**src/rtl/inst_queue.sv**
```systemverilog
// Instruction queue: FIFO of {pc, instr, excp} between fetch and decode, with single-cycle flush.
// Optional combinational empty-queue bypass when INST_QUEUE_BYPASS_EN is defined.
module inst_queue #(
    parameter int unsigned DEPTH   = 8,
    parameter int unsigned PC_W    = 32,
    parameter int unsigned INSTR_W = 32
) (
    input  logic                     clk,
    input  logic                     rst,
    input  logic                     flush,
    input  logic                     in_valid,
    output logic                     in_ready,
    input  logic [PC_W-1:0]          in_pc,
    input  logic [INSTR_W-1:0]       in_instr,
    input  logic                     in_excp,
    output logic                     out_valid,
    input  logic                     out_ready,
    output logic [PC_W-1:0]          out_pc,
    output logic [INSTR_W-1:0]       out_instr,
    output logic                     out_excp,
    output logic [$clog2(DEPTH):0]   count
);

    localparam int unsigned PtrW = $clog2(DEPTH);
    localparam int unsigned CntW = PtrW + 1;
    localparam int unsigned EntW = PC_W + INSTR_W + 1;
    localparam logic [CntW-1:0] Full = CntW'(DEPTH);

    logic [EntW-1:0] mem_q [DEPTH];
    logic [PtrW-1:0] head_q, head_d, tail_q, tail_d;
    logic [CntW-1:0] count_q, count_d;

    logic            bypass;
    logic            push, pop, push_st, pop_st;
    logic [EntW-1:0] in_ent, sel_ent, out_ent;

    assign in_ent = {in_pc, in_instr, in_excp};

`ifdef INST_QUEUE_BYPASS_EN
    assign bypass = (count_q == '0) && in_valid && !flush;
`else
    assign bypass = 1'b0;
`endif

    assign in_ready  = !flush && (count_q != Full);
    assign out_valid = !flush && ((count_q != '0) || bypass);
    assign push      = in_valid && in_ready;
    assign pop       = out_valid && out_ready;

    // A bypassed entry consumed in the same cycle never touches storage.
    assign push_st = push && !(bypass && out_ready);
    assign pop_st  = pop && !bypass;

    assign sel_ent = bypass ? in_ent : mem_q[head_q];
    assign out_ent = out_valid ? sel_ent : '0;
    assign {out_pc, out_instr, out_excp} = out_ent;
    assign count = count_q;

    always_comb begin
        head_d  = head_q;
        tail_d  = tail_q;
        count_d = count_q;
        if (push_st) tail_d = tail_q + PtrW'(1);
        if (pop_st)  head_d = head_q + PtrW'(1);
        if (push_st && !pop_st) begin
            count_d = count_q + CntW'(1);
        end else if (!push_st && pop_st) begin
            count_d = count_q - CntW'(1);
        end
    end

    always_ff @(posedge clk) begin
        if (rst || flush) begin
            head_q  <= '0;
            tail_q  <= '0;
            count_q <= '0;
        end else begin
            head_q  <= head_d;
            tail_q  <= tail_d;
            count_q <= count_d;
        end
    end

    // Storage has no reset; validity is tracked by count_q alone.
    always_ff @(posedge clk) begin
        if (!rst && push_st) mem_q[tail_q] <= in_ent;
    end

endmodule
```
**config.mk**
```make
export PLATFORM = sky130hd
export DESIGN_NAME = inst_queue
export DESIGN_NICKNAME = d
export VERILOG_FILES = /design/src/rtl/inst_queue.sv
export SDC_FILE = /design/constraint.sdc
export NUM_CORES = 1
export LEC_CHECK = 0
export ABC_CLOCK_PERIOD_IN_PS = 23600
export CORE_AREA = 2 2 206 208
export CTS_CLUSTER_SIZE = 25
export DETAILED_ROUTE_END_ITERATION = 7
export DIE_AREA = 0 0 208 210
export GPL_ROUTABILITY_DRIVEN = 0
export PLACE_DENSITY = 0.68
export SKIP_CTS_REPAIR_TIMING = 1
export SLEW_MARGIN = 5
export SYNTH_ARGS = -nofsm -noshare
export SYNTH_HDL_FRONTEND = slang
export SYNTH_SLANG_ARGS = --single-unit
```
**constraint.sdc**
```tcl
create_clock -name clk -period 23.6 [get_ports clk]
set_input_delay 2.36 -clock clk [delete_from_list [all_inputs] [get_ports clk]]
set_output_delay 2.36 -clock clk [all_outputs]
set_load 0.005 [all_outputs]
```
==> flow_summary.json <==
{
  "synth_fp_nets": 975,
  "final_max_slew_viol_count": 0,
  "dp.final_hpwl_microns": 20600,
  "post-route-period-util_pct": 28.9,
  "die_area_sq_mm": 0.0437,
  "yosys.area_share.simple_pct": 2.23,
  "die_x_microns": 208,
  "worst_setup_path_end_kind": "primary output",
  "cts_root_buf": "clkbuf_16",
  "drtAntennaViolNets": 0,
  "clk_latency_ns": 0.58,
  "fmax_mhz": 147,
  "crit_path_max_fanout": 66,
  "synth_top_family_by_area": "multiplexers",
  "grt_pass1_vias": 10000,
  "ys_types": 31,
  "worst-r2r-cell-count": 6,
  "grt_overflow_total": 0,
  "synth_xor_area_share_pct": 0.215,
  "drive_above_1_share_pct": 21.4,
  "final.setup.tns_ns": 0,
  "core_sq_mm": 0.0415,
  "setup_violations": 0,
  "worst_r2r_endpoint": "mem_q[0][8]$_DFFE_PP_",
  "routed_wl_microns": 39100,
  "start_kind": "primary input",
  "yosysWarnings": 0,
  "start_util_pct": 49.2,
  "synthAdderAreaFrac_pct": 0.405,
  "io_buffers": 140,
  "syn_inst": 899,
  "synth_compound_area_share_pct": 0.196,
  "wl_per_cell_microns": 23.6,
  "clkTransAtPathRegs_ns": 0.06,
  "cts_tree": "yes",
  "synth_area_sq_mm": 0.0204,
  "drc": 0,
  "die_h_microns": 210,
  "status": "finished, final reports clean",
  "clock_skew_ns": 0.0152,
  "drt_iter0_markers": 634,
  "worstReg2RegStart": "count[0]$_SDFFE_PP0P_",
  "maxCapViolations": 0,
  "yosysSeqAreaShare_pct": 77.8,
  "power_w": 0.00192,
  "worst_pin_slew_ns": 1.08,
  "reg2reg_slack_ns": 20.54,
  "ir_drop_uv": 49.8,
  "required_ns": 21.24,
  "hold_path.class": "reg2reg",
  "hold_viol_final": 0,
  "cp.arrival_ns": 4.45,
  "rsz0062_at_grt": "false",
  "numCtsBuffers": 53,
  "cp-endpoint": "out_instr[22]",
  "period_needed_ns": 6.81,
  "final_nets": 1144,
  "h-tree-depth": 2,
  "vias": 9223,
  "dr.pass1.iters": 5,
  "drt-vias-per-instance": 5.58,
  "power_density_mw_per_mm2": 79.6,
  "grt_usage_pct": 18.3,
  "grt_antenna_before_repair": 4,
  "max_slew_margin_pct": 27.8,
  "synthMuxAreaShare_pct": 17.7,
  "area_growth_pct": 18.0,
  "crit_type": "in2out",
  "grt_max_degree": 73,
  "synth_area_per_cell_sq_um": 22.7,
  "placed_area_sq_mm": 0.0224,
  "rows": 75,
  "leakage_nw": 7.23,
  "critPathLaunch": "flush",
  "cts_buffer_depth": 3,
  "pin_count": 141,
  "ys_ff_latch": 533,
  "design_area_sq_mm": 0.0241,
  "cts_sinks": 533,
  "grt_pass1_wl_microns": 59800
}
==> cell usage after synthesis <==
master / number / share of area (%)
buf_1: 5 / 0.092
nand3_1: 2 / 0.049
nor4bb_1: 1 / 0.049
nor3b_2: 1 / 0.061
a211oi_1: 1 / 0.037
mux2i_1: 68 / 3.3
fa_1: 1 / 0.098
a21oi_1: 3 / 0.074
nor4_1: 3 / 0.092
nand2b_1: 2 / 0.061
or2_2: 1 / 0.031
or2_1: 1 / 0.031
nand2_1: 2 / 0.037
edfxtp_1: 520 / 77
nor4b_2: 1 / 0.074
a211o_1: 1 / 0.043
nor4b_1: 4 / 0.17
dfxtp_1: 13 / 1.3
nor3b_1: 1 / 0.037
mux4_2: 130 / 14
ha_1: 5 / 0.31
nor2_1: 80 / 1.5
buf_6: 11 / 0.61
nand3b_1: 1 / 0.037
clkbuf_1: 8 / 0.15
nor3_1: 1 / 0.025
buf_2: 22 / 0.54
a31o_2: 1 / 0.043
xnor2_1: 4 / 0.17
xor2_1: 1 / 0.043
inv_1: 4 / 0.074
==> cell type report <==
class                      count  area (sq um)
fill                        3046         17400
antenna                        2          5.00
clock buffer                  71          1460
multi-input combinational    316          4280
timing repair buffer         160          1550
inverter                       4          15.0
sequential                   533         15900
clock inverter                27           204
tap                          539           674
==> report_power, final <==
part / internal [W] / switching, W
sequential: 0.00104 / 0.00000260
combinational: 0.0000374 / 0.0000351
clock: 0.000464 / 0.000333
==> state kept, by name, indices dropped and copies added (netlist names), named ones only <==
signal and cells:
count 4, tail_q 3, mem_q 520, head_q 3
==> per-layer routing <==
layer / track usage [%] / share of wire [%] / up-vias
met3: 3.75 / 5.3 / 46
met5: 0 / 0.069 / -
met4: 4.74 / 1.5 / 4
met2: 29.6 / 49 / 216
li1: - / - / 4084
met1: 25.7 / 44 / 4873
==> layout by cell type, fill, tap and decap left out, types with 2 or more instances in the layout <==
| cell | instances |
|---|---|
| mux4_2 | 130 |
| nor2_1 | 78 |
| clkbuf_8 | 2 |
| bufinv_16 | 3 |
| nor4_2 | 2 |
| clkdlybuf4s50_1 | 140 |
| dfxtp_4 | 3 |
| clkbuf_1 | 14 |
| buf_4 | 20 |
| nand2b_1 | 2 |
| clkinv_2 | 9 |
| nand3_1 | 2 |
| xnor2_1 | 4 |
| clkinv_1 | 12 |
| nand2_1 | 2 |
| a21oi_1 | 3 |
| clkbuf_16 | 55 |
| inv_1 | 4 |
| diode_2 | 2 |
| nor4b_2 | 5 |
| dfxtp_1 | 10 |
| nor2_4 | 2 |
| clkinvlp_4 | 2 |
| edfxtp_1 | 520 |
| ha_1 | 5 |
| mux2i_1 | 68 |
==> worst max-delay path: stages <==
cell and delay, ns:
clkdlybuf4s50_1 0.60, or2_4 0.73, nor2_1 0.23, clkdlybuf4s50_1 0.52
==> cells by family (layout without fill, tap and decap cells) <==
| kind of cell | after synthesis | count (layout) |
|---|---|---|
| multiplexers | 198 | 198 |
| AND/OR/NAND/NOR | 101 | 101 |
| adder cells (fa/ha/maj) | 6 | 6 |
| XOR/XNOR | 5 | 5 |
| AO/OA/AOI/OAI | 6 | 6 |
| flip-flops | 533 | 533 |
| other | 0 | 2 |
| buffers and inverters | 50 | 262 |
==> worst min path at each step <==
stage                             endpoint                    from  cells after the start
floorplan           tail_q[0]$_SDFFE_PP0P_  tail_q[0]$_SDFFE_PP0P_                      2
global placement    tail_q[0]$_SDFFE_PP0P_  tail_q[0]$_SDFFE_PP0P_                      2
finish              tail_q[0]$_SDFFE_PP0P_  tail_q[0]$_SDFFE_PP0P_                      2
detailed placement  tail_q[0]$_SDFFE_PP0P_  tail_q[0]$_SDFFE_PP0P_                      2
CTS                 tail_q[0]$_SDFFE_PP0P_  tail_q[0]$_SDFFE_PP0P_                      2
global route        tail_q[0]$_SDFFE_PP0P_  tail_q[0]$_SDFFE_PP0P_                      2
==> per-stage QoR <==
stage	cells	hold slack, ns	setup slack [ns]	util (%)
after global placement	1552	0.484	16.76	54.0
after floorplan	899	0.476	13.39	-
final	1652	0.505	16.79	58.0
after global routing	1650	0.541	16.63	58.0
after detailed placement	1552	0.500	16.74	54.0
after CTS	1650	0.508	16.73	58.0
(Power assumes the default switching activity.)
